==> src/rtl/ps2_host_tx.sv <==
// PS/2 host-to-device transmitter: inhibit, request-to-send, bit shifting on device clock, ack check.
// Optional macro PS2_TX_RETRY_EN: retry a failed frame up to two times before flagging tx_error.
module ps2_host_tx #(
    parameter int INHIBIT_CYC = 2400,
    parameter int REQ_CYC     = 240,
    parameter int TIMEOUT_CYC = 360000,
    parameter int FILTER_LEN  = 8
) (
    input  logic       i_clk_sys,
    input  logic       i_reset,
    input  logic [7:0] i_tx_data,
    input  logic       i_tx_valid,
    output logic       o_tx_ready,
    input  logic       i_ps2_clk,
    input  logic       i_ps2_dat,
    output logic       o_ps2_clk_oe,
    output logic       o_ps2_dat_oe,
    output logic       o_busy,
    output logic       o_tx_done,
    output logic       o_tx_error
);
    localparam int TMAX_IR = (INHIBIT_CYC > REQ_CYC) ? INHIBIT_CYC : REQ_CYC;
    localparam int TMAX    = (TIMEOUT_CYC > TMAX_IR) ? TIMEOUT_CYC : TMAX_IR;
    localparam int TW      = $clog2(TMAX + 1);
    localparam int FW      = $clog2(FILTER_LEN + 1);

    typedef enum logic [2:0] {
        S_IDLE, S_INHIBIT, S_REQ, S_SEND, S_ACK, S_WAIT_IDLE
    } state_t;

    state_t          r_state, w_state_nxt;
    logic [TW-1:0]   r_timer;
    logic [3:0]      r_bit, w_bit_nxt;
    logic [7:0]      r_byte;
    logic            r_par;
    logic            r_clk_oe, r_dat_oe, r_done, r_err;
    logic            w_clk_oe_nxt, w_dat_oe_nxt, w_done_nxt, w_err_nxt;
    logic            w_tmr_clr, w_accept, w_fail, w_fe, w_tmo;

    // Index 0 is the clock pin, index 1 the data pin.
    logic [1:0]      r_s1, r_s2, r_flt;
    logic            r_clk_flt_d;
    logic [FW-1:0]   r_fcnt [2];

    always_ff @(posedge i_clk_sys) begin
        if (i_reset) begin
            r_s1        <= 2'b11;
            r_s2        <= 2'b11;
            r_flt       <= 2'b11;
            r_clk_flt_d <= 1'b1;
            r_fcnt[0]   <= '0;
            r_fcnt[1]   <= '0;
        end else begin
            r_s1        <= {i_ps2_dat, i_ps2_clk};
            r_s2        <= r_s1;
            r_clk_flt_d <= r_flt[0];
            for (int k = 0; k < 2; k++) begin
                if (r_s2[k] == r_flt[k]) begin
                    r_fcnt[k] <= '0;
                end else if (r_fcnt[k] == FW'(FILTER_LEN - 1)) begin
                    r_flt[k]  <= r_s2[k];
                    r_fcnt[k] <= '0;
                end else begin
                    r_fcnt[k] <= r_fcnt[k] + FW'(1);
                end
            end
        end
    end

    assign w_fe  = r_clk_flt_d & ~r_flt[0];
    assign w_tmo = (r_timer == TW'(TIMEOUT_CYC - 1));

`ifdef PS2_TX_RETRY_EN
    logic [1:0] r_retry;
    logic       w_retry_inc;
`endif

    always_comb begin
        w_state_nxt  = r_state;
        w_clk_oe_nxt = r_clk_oe;
        w_dat_oe_nxt = r_dat_oe;
        w_done_nxt   = 1'b0;
        w_err_nxt    = 1'b0;
        w_tmr_clr    = 1'b0;
        w_bit_nxt    = r_bit;
        w_accept     = 1'b0;
        w_fail       = 1'b0;
`ifdef PS2_TX_RETRY_EN
        w_retry_inc  = 1'b0;
`endif
        case (r_state)
            S_IDLE: if (i_tx_valid) begin
                w_accept     = 1'b1;
                w_state_nxt  = S_INHIBIT;
                w_clk_oe_nxt = 1'b1;
                w_dat_oe_nxt = 1'b0;
                w_tmr_clr    = 1'b1;
            end
            S_INHIBIT: if (r_timer == TW'(INHIBIT_CYC - 1)) begin
                w_state_nxt  = S_REQ;
                w_dat_oe_nxt = 1'b1;
                w_tmr_clr    = 1'b1;
            end
            S_REQ: if (r_timer == TW'(REQ_CYC - 1)) begin
                w_state_nxt  = S_SEND;
                w_clk_oe_nxt = 1'b0;
                w_tmr_clr    = 1'b1;
                w_bit_nxt    = 4'd0;
            end
            S_SEND: begin
                if (w_fe) begin
                    w_tmr_clr = 1'b1;
                    w_bit_nxt = r_bit + 4'd1;
                    if (r_bit < 4'd8) begin
                        w_dat_oe_nxt = ~r_byte[r_bit[2:0]];
                    end else if (r_bit == 4'd8) begin
                        w_dat_oe_nxt = ~r_par;
                    end else begin
                        w_dat_oe_nxt = 1'b0;
                        w_state_nxt  = S_ACK;
                    end
                end else if (w_tmo) begin
                    w_fail = 1'b1;
                end
            end
            S_ACK: begin
                if (w_fe) begin
                    w_tmr_clr = 1'b1;
                    if (!r_flt[1]) w_state_nxt = S_WAIT_IDLE;
                    else           w_fail      = 1'b1;
                end else if (w_tmo) begin
                    w_fail = 1'b1;
                end
            end
            S_WAIT_IDLE: begin
                if (r_flt[0] && r_flt[1]) begin
                    w_state_nxt = S_IDLE;
                    w_done_nxt  = 1'b1;
                end else if (w_tmo) begin
                    w_fail = 1'b1;
                end
            end
            default: w_state_nxt = S_IDLE;
        endcase

        // Lines are released in the same cycle a failure is seen.
        if (w_fail) begin
            w_clk_oe_nxt = 1'b0;
            w_dat_oe_nxt = 1'b0;
            w_tmr_clr    = 1'b1;
`ifdef PS2_TX_RETRY_EN
            if (r_retry != 2'd2) begin
                w_retry_inc  = 1'b1;
                w_state_nxt  = S_INHIBIT;
                w_clk_oe_nxt = 1'b1;
            end else begin
                w_state_nxt = S_IDLE;
                w_err_nxt   = 1'b1;
            end
`else
            w_state_nxt = S_IDLE;
            w_err_nxt   = 1'b1;
`endif
        end
    end

    always_ff @(posedge i_clk_sys) begin
        if (i_reset) begin
            r_state  <= S_IDLE;
            r_timer  <= '0;
            r_bit    <= '0;
            r_byte   <= '0;
            r_par    <= 1'b0;
            r_clk_oe <= 1'b0;
            r_dat_oe <= 1'b0;
            r_done   <= 1'b0;
            r_err    <= 1'b0;
        end else begin
            r_state  <= w_state_nxt;
            if (w_tmr_clr)              r_timer <= '0;
            else if (r_state != S_IDLE) r_timer <= r_timer + TW'(1);
            r_bit    <= w_bit_nxt;
            r_clk_oe <= w_clk_oe_nxt;
            r_dat_oe <= w_dat_oe_nxt;
            r_done   <= w_done_nxt;
            r_err    <= w_err_nxt;
            if (w_accept) begin
                r_byte <= i_tx_data;
                r_par  <= ~^i_tx_data;
            end
        end
    end

`ifdef PS2_TX_RETRY_EN
    always_ff @(posedge i_clk_sys) begin
        if (i_reset || w_accept) r_retry <= 2'd0;
        else if (w_retry_inc)    r_retry <= r_retry + 2'd1;
    end
`endif

    assign o_tx_ready   = (r_state == S_IDLE);
    assign o_busy       = (r_state != S_IDLE);
    assign o_ps2_clk_oe = r_clk_oe;
    assign o_ps2_dat_oe = r_dat_oe;
    assign o_tx_done    = r_done;
    assign o_tx_error   = r_err;
endmodule

==> config.mk <==
export PLATFORM = sky130hd
export DESIGN_NAME = ps2_host_tx
export DESIGN_NICKNAME = d
export VERILOG_FILES = /design/src/rtl/ps2_host_tx.sv
export SDC_FILE = /design/constraint.sdc
export NUM_CORES = 1
export LEC_CHECK = 0
export BUFFER_PORTS_ARGS = -buffer_cell sky130_fd_sc_hd__buf_2
export CAP_MARGIN = 20
export CORE_ASPECT_RATIO = 0.5
export CORE_MARGIN = 1.5
export CORE_UTILIZATION = 30
export CTS_CLUSTER_DIAMETER = 100
export DETAILED_ROUTE_END_ITERATION = 7
export PLACE_DENSITY_LB_ADDON = 0.2
export SYNTH_ARGS = -nofsm -noshare
export SYNTH_HDL_FRONTEND = slang
export SYNTH_SLANG_ARGS = --single-unit
==> constraint.sdc <==
create_clock -name i_clk_sys -period 2.7 [get_ports i_clk_sys]
set_input_delay 0.405 -clock i_clk_sys [delete_from_list [all_inputs] [get_ports i_clk_sys]]
set_output_delay 0.405 -clock i_clk_sys [all_outputs]
set_load 0.01 [all_outputs]
======== Word-level counts from Yosys, hierarchy flattened ========
Memory sizes are Yosys's and may differ from the RTL's.
Cells that the tools add are included.
word-level totals
  bits in registers ....................... 46
  bits in writable memories ............... 8
  input port bits ......................... 13
  word-level logic and storage cells ...... 142
  memories ................................ 1
memory list
  memory  depth  bits a word  read ports  clocked after Yosys merged registers in  write ports  RTL line  RTL
  r_fcnt  2      4            2           0                                        2            43        logic [FW-1:0] r_fcnt [2];
operators by class
  $add $sub $neg .......................... 4
  magnitude comparators ................... 2
  equality and inequality tests ........... 22
  mux-type cells .......................... 69
  bitwise gates (word level) .............. 13
  reduce and logical (&&, ||, !) cells .... 17
operator list
  operator                                                    number
  two-way mux 1 bit                                           45
  two-way mux 4 bit                                           8
  two-way mux 3 bit                                           9
  adder 19 x 1 -> 19 bit, second input constant               1
  equality test 19 x 12 -> 1 bit, second input constant       1
  equality test 19 bit, second input constant                 1
  equality test 19 x 8 -> 1 bit, second input constant        1
  inequality test 2 bit, second input constant                9
  one-hot mux 3 bit (6 select lines)                          1
  adder 4 x 1 -> 4 bit, second input constant                 3
  AND reduction 9 bit                                         1
  equality test 4 x 3 -> 1 bit, second input constant         2
  one-hot mux 4 bit (2 select lines)                          1
  OR reduction 2 bit                                          4
  XNOR reduction 8 bit                                        1
  equality test 3 x 2 -> 1 bit, second input constant         2
  equality test 3 bit, second input constant                  2
  inverter 1 bit                                              6
  OR 1 bit                                                    6
  one-hot mux 1 bit (3 select lines)                          2
  AND reduction 3 bit                                         2
  nonzero test 3 bit                                          2
  equality test 4 bit, second input constant                  1
  less-than comparator 3 x 4 -> 1 bit, second input constant  1
  12 further kinds                                            15

======== Logic depth before layout (Yosys ltp) ========
  depth in word-level cells ............... 7
  gate-level depth with buffers ........... 8
  depth with buffers taken out ............ 7

======== Worst setup path after synthesis ========
No wires, ideal clock.
  path type ............................... register -> register
  start point ............................. register r_timer[9]
  end point ............................... register r_timer[8]
  setup time .............................. 0.116 ns
  data arrival time ....................... 1.872 ns
  required time ........................... 2.584 ns
  setup slack ............................. 0.711 ns
  stages on the path, launching flop included .. 8
  buffers on the path ..................... 2
  period minus slack after synthesis ...... 1.989 ns
  cells stage by stage .................... dfxtp_1 > or4_4 > nor4_4 > a32o_1 > nand2b_1 > buf_6 > buf_12 > nor3_1
between the ends
  word-level cells in the longest chain between the ends .. 6
ends and longest elaborated chain
  item                                  RTL line       RTL
  from (decl)                           32             logic [TW-1:0] r_timer;
  from (signal assigned)                181            else if (r_state != S_IDLE) r_timer <= r_timer + TW'(1);
  equality test 19 bit                  71             assign w_tmo = (r_timer == TW'(TIMEOUT_CYC - 1));
  two-way mux 1 bit                     122, 131, 139
  two-way mux 1 bit (on tied branches)  136, 111, 127
  one-hot mux 1 bit (3 select lines)    91             case (r_state)
  two-way mux 1 bit (*)                 147            if (w_fail) begin
  OR reduction 2 bit (no line) (*)      n/a
Every way passes the cells marked *; elsewhere a longest branch is shown, timed or not.
A chain may end at the register's enable or synchronous reset.

======== Final worst setup path ========
  start point ............................. register r_timer[9]
  end point ............................... register r_timer[12]
between the ends
  word-level cells in the longest chain between the ends .. 6
ends and longest elaborated chain
  item                                  RTL line
  equality test 19 bit                  71
  two-way mux 1 bit                     122, 131, 139
  two-way mux 1 bit (on tied branches)  136, 111, 127
  one-hot mux 1 bit (3 select lines)    91
  two-way mux 1 bit                     147
  OR reduction 2 bit (no line)          n/a
Several ways; a longest one is shown, not always the timed one.

==> flow_metrics.env <==
export IMPL_die_w_um=138.1
export IMPL_grt_ovfl_total=0
export IMPL_grt_pass1_wl_mm=9.915
export IMPL_ant_nets=0
export IMPL_synthTopCellsByCount="dfxtp_1, nand2_1, nor3_1, a21oi_1"
export IMPL_fmax_ghz=0.4520
export IMPL_final_setup_viol_count=0
export IMPL_synthSimpleGateAreaFrac_pct=28.19
export IMPL_crit_start="r_timer[9]$_SDFFE_PP0P_"
export IMPL_p_leak_nw=1.114
export IMPL_finalClockSkew_ns=0.003779
export IMPL_yosysWarnings=0
export IMPL_syn_inst=299
export IMPL_fin_cells=441
export IMPL_synth_edf_count=8
export IMPL_synth_mux_area_share_pct=2.376
export IMPL_grt_max_degree=27
export IMPL_synth_area_leaders="dfxtp_1, edfxtp_1, xor2_1"
export IMPL_slowest_stage="or4_4"
export IMPL_ys_flop_type="dfxtp_1"
export IMPL_root_buffer="clkbuf_16"
export IMPL_yosys_area_share_xor_xnor_pct=9.913
export IMPL_antenna_found_initial=0
export IMPL_p_per_area_nw_per_um2=582.5
export IMPL_rsz0062_at_grt="no"
export IMPL_cp_arrival_ns=2.38
export IMPL_critical_path_max_stage_delay_ns=0.56
export IMPL_placedCellCount=433
export IMPL_slew_headroom_pct=53.99
export IMPL_numPortBuffers=18
export IMPL_yosys_area_top_type="dfxtp_1"
export IMPL_holdPathEnd="r_s1[1]$_SDFF_PP1_"
export IMPL_cts_htree_levels=2
export IMPL_routed_wl_mm=5.783
export IMPL_core_um2=8798
export IMPL_ys_async_sr_fraction_pct=0
export IMPL_routedWlPerCell_um=13.11
export IMPL_r2r_end="r_timer[12]$_SDFFE_PP0P_"
export IMPL_cts_path_max_buffers=2
export IMPL_p_comb_share_pct=7.9
export IMPL_synth_compound_area_share_pct=9.548
export IMPL_grt_total_usage_pct=12.41
export IMPL_worstPathCellList="or4_4 > nor4_4 > a32o_1 > nand2b_1 > buf_4 > nor3_1"
export IMPL_pwr_share_clk_pct=45.0
export IMPL_place_hpwl_mm=4.126
export IMPL_p_seq_share_pct=47.1
export IMPL_synth_avg_cell_area_um2=9.160
export IMPL_hold_path_class="in2reg"
export IMPL_setup_slack_ns=0.4876
export IMPL_synthDominantCellAreaShare_pct=33.62
export IMPL_timing_rr_start="r_timer[9]$_SDFFE_PP0P_"
export IMPL_cts_num_sinks=54
export IMPL_hold_viol=0
export IMPL_place_gp_congestion=0.7898
export IMPL_yosysSeqAreaShare_pct=42.39
export IMPL_ios=19
export IMPL_nNetsFinal=341
export IMPL_firstDrtPassIters=4
export IMPL_ir_drop_v=0.0004118
export IMPL_crit_fanout=19
export IMPL_diodes=0
export IMPL_period_share_pct=81.94
export IMPL_tightestPinTransition_ns=0.6806
export IMPL_final_max_slew_violation_count=0
export IMPL_layout_min_cycle_time_ns=2.212
export IMPL_area_growth_pct=13.52
export IMPL_dieArea_um2=9747
export IMPL_p_switching_mw=0.3828
export IMPL_synth_most_common_cell="dfxtp_1"
export IMPL_drcViolationCount=0
export IMPL_p_int_mw=1.428
export IMPL_layout_drive_gt1_share_pct=13.89
export IMPL_initial_core_util_pct=31.13
export IMPL_critical_path_class="reg2reg"
export IMPL_cts_tree="yes"
export IMPL_drtIter0Drc=93
export IMPL_min_from="i_ps2_dat"
export IMPL_post_cts_setup_buffer_count=0
export IMPL_synth_seq_cells=54
export IMPL_cts_resized=0
export IMPL_p_sw_share_pct=21.14
export IMPL_grt_pass1_vias=2102
export IMPL_vias_per_cell=4.902
export IMPL_fp_dieH_um=70.57
export IMPL_post_route_util_pct=35.34
export IMPL_hold_depth=2
export IMPL_synth_area_um2=2739
export IMPL_via_count=2162
export IMPL_synth_top_family_by_area="simple AND/OR/NAND/NOR gates"
export IMPL_clkLatencyLatePin_ns=0.29
export IMPL_cts_made_buffers=5
export IMPL_fin_setup_tns_ns=0
export IMPL_hold_slack_ns=0.2928
export IMPL_rows=24
export IMPL_synth_cell_types=54
export IMPL_cp_end_kind="flip-flop"
export IMPL_clk_pin_slew_worst_paths_ns=0.07
export IMPL_rr_worst_depth=6
export IMPL_reg2reg_slack_ns=0.49
export IMPL_status="complete, no violations"
export IMPL_startpoint_type="flip-flop"
export IMPL_crit_required_ns=2.87
export IMPL_pre_cts_slack_ns=0.5253
export IMPL_hold_buffers=0
export IMPL_timing_max_cap_violations=0
export IMPL_yosys_area_share_adder_pct=2.284
==> area by class of cell <==
class / count / area (um2)
clock buffers: 5 / 125.1
clock inverters: 3 / 63.81
multi-input cells: 232 / 1463
fillers: 893 / 5689
flip-flops and latches: 54 / 1161
repair buffers: 22 / 120.1
well taps: 117 / 146.4
inverters: 8 / 30.03
==> power by group through the flow <==
stage,sequential [mW],combinational (mW),clock (mW)
5_1_grt,0.857,0.161,0.863
2_1_floorplan,0.870,0.111,0
3_3_place_gp,0.870,0.139,0
4_1_cts,0.853,0.143,0.834
6_report,0.853,0.142,0.815
3_5_place_dp,0.872,0.142,0
==> how the worst max path moves through the flow <==
stage	depth (start not counted)	slack, ns	endpoint
floorplan	7	0.71	r_timer[8]$_SDFFE_PP0P_
global placement	5	0.60	r_timer[18]$_SDFFE_PP0P_
detailed placement	5	0.53	r_timer[18]$_SDFFE_PP0P_
CTS	6	0.52	r_timer[12]$_SDFFE_PP0P_
global route	7	0.34	r_timer[9]$_SDFFE_PP0P_
finish	6	0.49	r_timer[12]$_SDFFE_PP0P_
==> cells in the final DEF, fill, tap and decap left out, types with 3 or more instances in the layout <==
master,instances
a31oi_1,3
buf_4,4
nor2_1,17
nor3_1,26
and3_1,3
xor2_1,17
dfxtp_1,46
xnor2_1,14
buf_2,18
or2_2,6
nand2_1,35
nand3_1,14
edfxtp_1,8
nand4b_1,5
inv_1,8
conb_1,8
nand2b_1,6
clkbuf_16,5
ha_1,5
a21oi_1,25
o21ai_0,5
and2_1,4
==> worst max-delay path, delay by kind of cell (launching register included) <==
| family | cells | cell delay, ns |
|---|---|---|
| compound gates | 1 | 0.29 |
| buf+inv | 1 | 0.24 |
| flops | 1 | 0.34 |
| simple gates | 4 | 1.22 |
==> cell families after synthesis <==
family                     after synthesis
muxes                                    4
buffers and inverters                   20
adders and majority gates                5
AOI/OAI and AO/OA                       44
and+or+nand+nor                        140
DFF                                     54
xor gates and xnor gates                31
other                                    1
==> per-stage QoR <==
stage,total power [mW],area (um2)
floorplan,0.9805,2765
global placement,1.009,2920
detailed placement,1.014,2920
CTS,1.830,3109
global route,1.880,3109
finish,1.811,3109
==> flip-flops by register name, summed over array words and instances (netlist names), 2 cells and up <==
signal / count
r_bit: 4
r_state: 3
r_timer: 19
r_flt: 2
r_s2: 2
r_fcnt: 8
r_byte: 8
r_s1: 2
==> per-layer routing <==
metal	vias up	part of all wire, %	global-route usage [%]
met3	6	3.0	2.640
met5	-	0	0
met2	34	47	21.06
met4	0	0.81	3.158
met1	1024	49	16.34
li1	1098	-	-
Note: power is estimated with default switching activity, not from simulation.
